`config.mk`:
```
export PLATFORM = sky130hd
export DESIGN_NAME = fwu_frame_rx_flat
export DESIGN_NICKNAME = d
export VERILOG_FILES = /design/src/rtl/fwu_frame_rx_pkg.sv /design/src/rtl/fwu_frame_rx_if.sv /design/src/rtl/fwu_timeout_cnt.sv /design/src/rtl/fwu_frame_rx.sv /design/src/flat_wrapper.sv
export SDC_FILE = /design/constraint.sdc
export NUM_CORES = 1
export LEC_CHECK = 0
export CORE_MARGIN = 8
export CORE_UTILIZATION = 55
export CTS_BUF_LIST = sky130_fd_sc_hd__clkbuf_16
export DETAILED_ROUTE_END_ITERATION = 7
export PLACE_DENSITY_LB_ADDON = 0.12
export SYNTH_ARGS = -nofsm -noshare
export SYNTH_HDL_FRONTEND = slang
export SYNTH_SLANG_ARGS = --single-unit
```
`constraint.sdc`:
```
create_clock -name clk -period 2.9 [get_ports clk]
set_input_delay 0.87 -clock clk [delete_from_list [all_inputs] [get_ports clk]]
set_output_delay 0.87 -clock clk [all_outputs]
set_load 0.1 [all_outputs]
```
`src/rtl/fwu_frame_rx_pkg.sv`:
```
// Shared definitions for the firmware-update frame receiver: marker default,
// status codes, parser state encoding and a constant-width helper.
package fwu_frame_rx_pkg;

  localparam logic [7:0] FWU_SOF_DEFAULT = 8'hA5;

  localparam logic [1:0] FWU_ERR_OK  = 2'b00;
  localparam logic [1:0] FWU_ERR_CHK = 2'b01;
  localparam logic [1:0] FWU_ERR_TMO = 2'b10;
  localparam logic [1:0] FWU_ERR_LEN = 2'b11;

  typedef enum logic [2:0] {
    S_IDLE = 3'd0,
    S_CMD  = 3'd1,
    S_LEN  = 3'd2,
    S_PAY  = 3'd3,
    S_CHK  = 3'd4
  } fwu_state_e;

  // Smallest r with 2**r >= value.
  function automatic int fwu_clog2(input int value);
    int r;
    r = 0;
    while ((1 << r) < value) r++;
    return r;
  endfunction

endpackage

```
`src/rtl/fwu_frame_rx_if.sv`:
```
// Byte-in / header + payload-out signal bundle of the frame receiver.
// Handshakes (in_*, pl_*): a transfer happens on a rising clk edge where valid
// and ready are both high; the sender holds data stable while valid && !ready.
interface fwu_frame_rx_if;
  logic [7:0] in_data;
  logic       in_valid;
  logic       in_ready;
  logic [7:0] cmd;
  logic [7:0] len;
  logic       hdr_valid;
  logic [7:0] pl_data;
  logic       pl_valid;
  logic       pl_ready;
  logic       pl_last;
  logic       done;
  logic [1:0] err;

  modport slave (
    input  in_data, in_valid, pl_ready,
    output in_ready, cmd, len, hdr_valid, pl_data, pl_valid, pl_last, done, err
  );

  modport master (
    output in_data, in_valid, pl_ready,
    input  in_ready, cmd, len, hdr_valid, pl_data, pl_valid, pl_last, done, err
  );
endinterface

```
`src/rtl/fwu_timeout_cnt.sv`:
```
// Reloadable, freezable cycle counter; o_expire pulses on the last counted
// cycle unless a reload arrives in that same cycle.
module fwu_timeout_cnt
  import fwu_frame_rx_pkg::*;
#(
  parameter int CYCLES = 50000,
  localparam int W     = fwu_clog2(CYCLES + 1)
) (
  input  logic clk,
  input  logic rst_n,
  input  logic i_run,
  input  logic i_freeze,
  input  logic i_reload,
  output logic o_expire
);

  localparam logic [W-1:0] LAST = W'(CYCLES - 1);

  logic [W-1:0] r_count;

  assign o_expire = i_run && !i_freeze && !i_reload && (r_count == LAST);

  always_ff @(posedge clk or negedge rst_n) begin
    if (!rst_n) begin
      r_count <= '0;
    end else if (i_reload || !i_run || o_expire) begin
      r_count <= '0;
    end else if (!i_freeze) begin
      r_count <= r_count + 1'b1;
    end
  end

endmodule

```
`src/rtl/fwu_frame_rx.sv`:
```
// Frame parser behind the UART receiver: SOF, CMD, LEN, payload[LEN], CHK.
// Publishes the header, streams payload through a one-entry register, reports status.
module fwu_frame_rx
  import fwu_frame_rx_pkg::*;
#(
  parameter int         CLK_HZ     = 50000000,
  parameter int         TIMEOUT_US = 1000,
  parameter int         MAX_LEN    = 255,
  parameter logic [7:0] SOF_BYTE   = FWU_SOF_DEFAULT
) (
  input  logic          clk,
  input  logic          rst_n,
  fwu_frame_rx_if.slave bus,
  output fwu_state_e    o_dbg_state
);

  localparam int TO_CYC = (CLK_HZ / 1000000) * TIMEOUT_US;

  fwu_state_e r_state;
  logic [7:0] r_sum;
  logic [7:0] r_rem;
  logic [7:0] r_cmd;
  logic [7:0] r_len;
  logic       r_hdr_valid;
  logic [7:0] r_pl_data;
  logic       r_pl_valid;
  logic       r_pl_last;
  logic       r_done;
  logic [1:0] r_err;

  logic       w_in_ready;
  logic       w_accept;
  logic       w_pl_take;
  logic       w_stall;
  logic       w_run;
  logic       w_expire;
  logic       w_len_bad;
  logic [7:0] w_sum_next;

  // A held payload byte blocks intake, which also delays the CHK byte and
  // therefore done until the final payload byte has been handed off.
  assign w_in_ready = !r_pl_valid || bus.pl_ready;
  assign w_accept   = bus.in_valid && w_in_ready;
  assign w_pl_take  = r_pl_valid && bus.pl_ready;
  assign w_stall    = r_pl_valid && !bus.pl_ready;
  assign w_run      = (r_state != S_IDLE);
  assign w_len_bad  = ({1'b0, bus.in_data} > 9'(MAX_LEN));
  assign w_sum_next = r_sum + bus.in_data;

  fwu_timeout_cnt #(
    .CYCLES (TO_CYC)
  ) u_timeout (
    .clk      (clk),
    .rst_n    (rst_n),
    .i_run    (w_run),
    .i_freeze (w_stall),
    .i_reload (w_accept),
    .o_expire (w_expire)
  );

  always_ff @(posedge clk or negedge rst_n) begin
    if (!rst_n) begin
      r_state     <= S_IDLE;
      r_sum       <= '0;
      r_rem       <= '0;
      r_cmd       <= '0;
      r_len       <= '0;
      r_hdr_valid <= 1'b0;
      r_pl_data   <= '0;
      r_pl_valid  <= 1'b0;
      r_pl_last   <= 1'b0;
      r_done      <= 1'b0;
      r_err       <= FWU_ERR_OK;
    end else begin
      r_hdr_valid <= 1'b0;
      r_done      <= 1'b0;
      if (w_pl_take) begin
        r_pl_valid <= 1'b0;
        r_pl_last  <= 1'b0;
      end

      if (w_expire) begin
        r_done     <= 1'b1;
        r_err      <= FWU_ERR_TMO;
        r_pl_valid <= 1'b0;
        r_pl_last  <= 1'b0;
        r_state    <= S_IDLE;
      end else if (w_accept) begin
        case (r_state)
          S_IDLE: begin
            if (bus.in_data == SOF_BYTE) begin
              r_sum   <= '0;
              r_state <= S_CMD;
            end
          end
          S_CMD: begin
            r_cmd   <= bus.in_data;
            r_sum   <= w_sum_next;
            r_state <= S_LEN;
          end
          S_LEN: begin
            r_len <= bus.in_data;
            r_sum <= w_sum_next;
            if (w_len_bad) begin
              r_done  <= 1'b1;
              r_err   <= FWU_ERR_LEN;
              r_state <= S_IDLE;
            end else begin
              r_hdr_valid <= 1'b1;
              r_rem       <= bus.in_data;
              r_state     <= (bus.in_data == 8'd0) ? S_CHK : S_PAY;
            end
          end
          S_PAY: begin
            r_pl_valid <= 1'b1;
            r_pl_data  <= bus.in_data;
            r_pl_last  <= (r_rem == 8'd1);
            r_sum      <= w_sum_next;
            r_rem      <= r_rem - 8'd1;
            if (r_rem == 8'd1) r_state <= S_CHK;
          end
          S_CHK: begin
            r_done  <= 1'b1;
            r_err   <= (bus.in_data == r_sum) ? FWU_ERR_OK : FWU_ERR_CHK;
            r_state <= S_IDLE;
          end
          default: r_state <= S_IDLE;
        endcase
      end
    end
  end

  assign bus.in_ready  = w_in_ready;
  assign bus.cmd       = r_cmd;
  assign bus.len       = r_len;
  assign bus.hdr_valid = r_hdr_valid;
  assign bus.pl_data   = r_pl_data;
  assign bus.pl_valid  = r_pl_valid;
  assign bus.pl_last   = r_pl_last;
  assign bus.done      = r_done;
  assign bus.err       = r_err;
  assign o_dbg_state   = r_state;

endmodule

```
`src/flat_wrapper.sv`:
```
// flat-port wrapper written by rule: the top's interface ports become plain ports
module fwu_frame_rx_flat import fwu_frame_rx_pkg::*;
#(
  parameter int         CLK_HZ     = 50000000,
  parameter int         TIMEOUT_US = 1000,
  parameter int         MAX_LEN    = 255,
  parameter logic [7:0] SOF_BYTE   = FWU_SOF_DEFAULT
)
  (clk, rst_n, o_dbg_state, bus_in_data, bus_in_valid, bus_pl_ready, bus_in_ready, bus_cmd, bus_len, bus_hdr_valid, bus_pl_data, bus_pl_valid, bus_pl_last, bus_done, bus_err);
  fwu_frame_rx_if bus_i ();
  input  logic clk;
  input  logic rst_n;
  output fwu_state_e o_dbg_state;
  input wire logic [$bits(bus_i.in_data)-1:0] bus_in_data;
  input wire logic [$bits(bus_i.in_valid)-1:0] bus_in_valid;
  input wire logic [$bits(bus_i.pl_ready)-1:0] bus_pl_ready;
  output wire logic [$bits(bus_i.in_ready)-1:0] bus_in_ready;
  output wire logic [$bits(bus_i.cmd)-1:0] bus_cmd;
  output wire logic [$bits(bus_i.len)-1:0] bus_len;
  output wire logic [$bits(bus_i.hdr_valid)-1:0] bus_hdr_valid;
  output wire logic [$bits(bus_i.pl_data)-1:0] bus_pl_data;
  output wire logic [$bits(bus_i.pl_valid)-1:0] bus_pl_valid;
  output wire logic [$bits(bus_i.pl_last)-1:0] bus_pl_last;
  output wire logic [$bits(bus_i.done)-1:0] bus_done;
  output wire logic [$bits(bus_i.err)-1:0] bus_err;
  assign bus_i.in_data = bus_in_data;
  assign bus_i.in_valid = bus_in_valid;
  assign bus_i.pl_ready = bus_pl_ready;
  assign bus_in_ready = bus_i.in_ready;
  assign bus_cmd = bus_i.cmd;
  assign bus_len = bus_i.len;
  assign bus_hdr_valid = bus_i.hdr_valid;
  assign bus_pl_data = bus_i.pl_data;
  assign bus_pl_valid = bus_i.pl_valid;
  assign bus_pl_last = bus_i.pl_last;
  assign bus_done = bus_i.done;
  assign bus_err = bus_i.err;
  fwu_frame_rx #(.CLK_HZ(CLK_HZ), .TIMEOUT_US(TIMEOUT_US), .MAX_LEN(MAX_LEN), .SOF_BYTE(SOF_BYTE)) u_core (.clk(clk), .rst_n(rst_n), .bus(bus_i), .o_dbg_state(o_dbg_state));
endmodule
```
==> reports/metrics.yaml <==
synth_top_area_share_pct: 49.5
htreeDepth: 3
drt_pre_antenna_iters: 6
ys_async_sr_fraction_pct: 100
io_buffer_count: 45
utilization_pct: 72.5
fmax_ghz: 0.358
synth_common_cells: "dfrtp_1, nor2_1, nand2_1"
core_um2: 5850
setup_ws_ns: 0.107
syn_inst: 321
drt-total-wl_um: 8180
required_ns: 2.03
rsz0062_at_grt: "false"
wl_per_cell_um: 17.2
io_pins: 46
synth_area_leaders: "dfrtp_1, mux2_2, nor2_1, ha_1, xor2_1"
cap_violations: 0
r2r_cells: 6
finalWeightedCongestion: 0.910
hold_buffers: 0
synth_seq_cells: 65
avgSynthCellArea_um2: 10.2
postCtsSetupBuffers: 0
final_cells: 476
die_w_um: 93.3
cts_tree: "yes"
grt_overflow_total: 0
grt_pass1_wl_um: 13500
start_util_pct: 56.2
syn_area_um2: 3290
ys_types: 53
antenna_left: 0
rrSetupSlack_ns: 0.91
synth_edf_count: 0
rows: 28
setup_viol_count_final: 0
cp-start-kind: "input port"
dieHeight_um: 93.3
period_share_pct: 96.3
min_path_cells: 2
cts_max_path_buffers: 2
n_antenna_cell: 0
dp_hpwl_um: 6050
via_per_inst: 5.78
cts_buffers: 9
clkLatencyLatePin_ns: 0.33
nFillCells: 422
crit_arrival_ns: 1.92
grt_max_degree: 35
post-place-cells: 460
drcViolationCount: 0
hold_viol: 0
placed_area_um2: 3950
areaGrowthSynthToFinish_pct: 29.0
cts_sinks: 65
synth_flop_cell: "dfrtp_1"
r2r_end: "u_core.r_sum[7]"
finClkSkew_ns: 0.00536
ys_warn_count: 0
cts_resized: 0
hold_start: "u_core.bus.pl_data[7]"
synth_top_area_cell: "dfrtp_1"
place_worst_setup_slack_ns: -0.0578
ctsRootBufferMaster: "clkbuf_16"
slew_viol_final: 0
syn-num-nets: 344
crit_path_end_kind: "primary output"
antenna_found_initial: 0
status: "finished clean"
drt_iter0_markers: 168
path_clk_slew_ns: 0.05
crit_type: "input port to primary output"
design_area_um2: 4240
final_nets: 419
worstMarginPinSlew_ns: 0.745
slew-limit-headroom_pct: 50.4
cp_max_fo: 10
grt_pass1_vias: 2620
reg2reg_from: "u_core.r_sum[4]"
grt_use_total_pct: 20.0
yosysSeqAreaShare_pct: 49.5
drive_gt1_share_pct: 27.2
synth.most_common_cell: "dfrtp_1"
min_to: "u_core.bus.pl_data[7]"
holdCritPathClass: "flop to flop"
via_count: 2752
post-route-min-period_ns: 2.79
die_area_um2: 8710
## per-stage QoR
step	setup TNS (ns)	hold WS, ns
6_report	0	0.480
5_1_grt	0	0.506
4_1_cts	0	0.484
3_5_place_dp	-0.111	0.470
3_3_place_gp	-0.0332	0.462
2_1_floorplan	0	0.447
## critical path, cell delays in order
cell	delay, ns
clkdlybuf4s50_1	0.47
nand2b_2	0.18
buf_4	0.21
buf_12	0.19
## sequential cells by signal, summed over array words and instances (netlist names)
signal	cells
u_core.u_timeout.r_count	16
u_core.bus.cmd	8
u_core.bus.len	8
u_core.bus.pl_data	8
u_core.r_rem	8
u_core.r_sum	8
u_core.o_dbg_state	3
u_core.bus.err	2
u_core.bus.done	1
u_core.bus.hdr_valid	1
u_core.bus.pl_last	1
u_core.bus.pl_valid	1
## final cells by class
class | instances | area (µm²) | share of cell area [%]
Clock inverter | 7 | 71.3 | 1.68
Timing Repair Buffer | 77 | 626 | 14.7
Clock buffer | 9 | 225 | 5.31
Inverter | 11 | 41.3 | 0.973
Tap cell | 75 | 93.8 | 2.21
Multi-Input combinational cell | 232 | 1560 | 36.7
Sequential cell | 65 | 1630 | 38.3
## cells by family (layout without fill, tap and decap cells)
family	count (synthesis)	in the layout	share of synthesized area, %
AOI/OAI and AO/OA	57	57	11.6
xor gates and xnor gates	19	19	5.06
adders and majority gates	11	11	4.41
buffers and inverters	24	104	3.16
DFF	65	65	49.5
muxes	22	22	7.46
and+or+nand+nor	123	123	18.8
## worst max-delay path by stage
stage | start | to | cells after the start
after floorplan | u_core.bus.pl_valid | bus_in_ready | 2
after global placement | bus_in_data[0] | u_core.r_sum[6] | 9
after detailed placement | bus_in_data[1] | u_core.r_sum[7] | 7
after CTS | bus_pl_ready | bus_in_ready | 4
after global routing | bus_pl_ready | bus_in_ready | 4
final | bus_pl_ready | bus_in_ready | 4
## layer usage
layer / global-route usage, % / wire [µm] / vias up / part of all wire [%]
met2: 29.7 / 3700 / 88 / 45
met1: 26.9 / 3810 / 1352 / 47
met3: 4.25 / 523 / 13 / 6.4
met5: 0 / 0 / - / 0
met4: 10.1 / 147 / 0 / 1.8
li1: - / - / 1299 / -
## cells in the final DEF, fill, tap and decap left out, drive strengths merged, types with 5 or more instances in the layout
master | Yosys | layout
nand3 | 5 | 5
xor2 | 14 | 14
o21ai | 18 | 18
nand2 | 29 | 29
mux2 | 20 | 20
a21oi | 10 | 10
buf | 6 | 67
nor2 | 39 | 39
nand4 | 11 | 11
clkinvlp | 0 | 5
clkdlybuf4s50 | 0 | 10
and3 | 5 | 5
nor3 | 7 | 7
nor4 | 8 | 8
dfrtp | 65 | 65
inv | 11 | 11
xnor2 | 5 | 5
clkbuf | 7 | 9
ha | 10 | 10
Power is left out: the tool's default activity adds up to more than one toggle a clock period on the data nets, which glitch-free logic cannot reach.
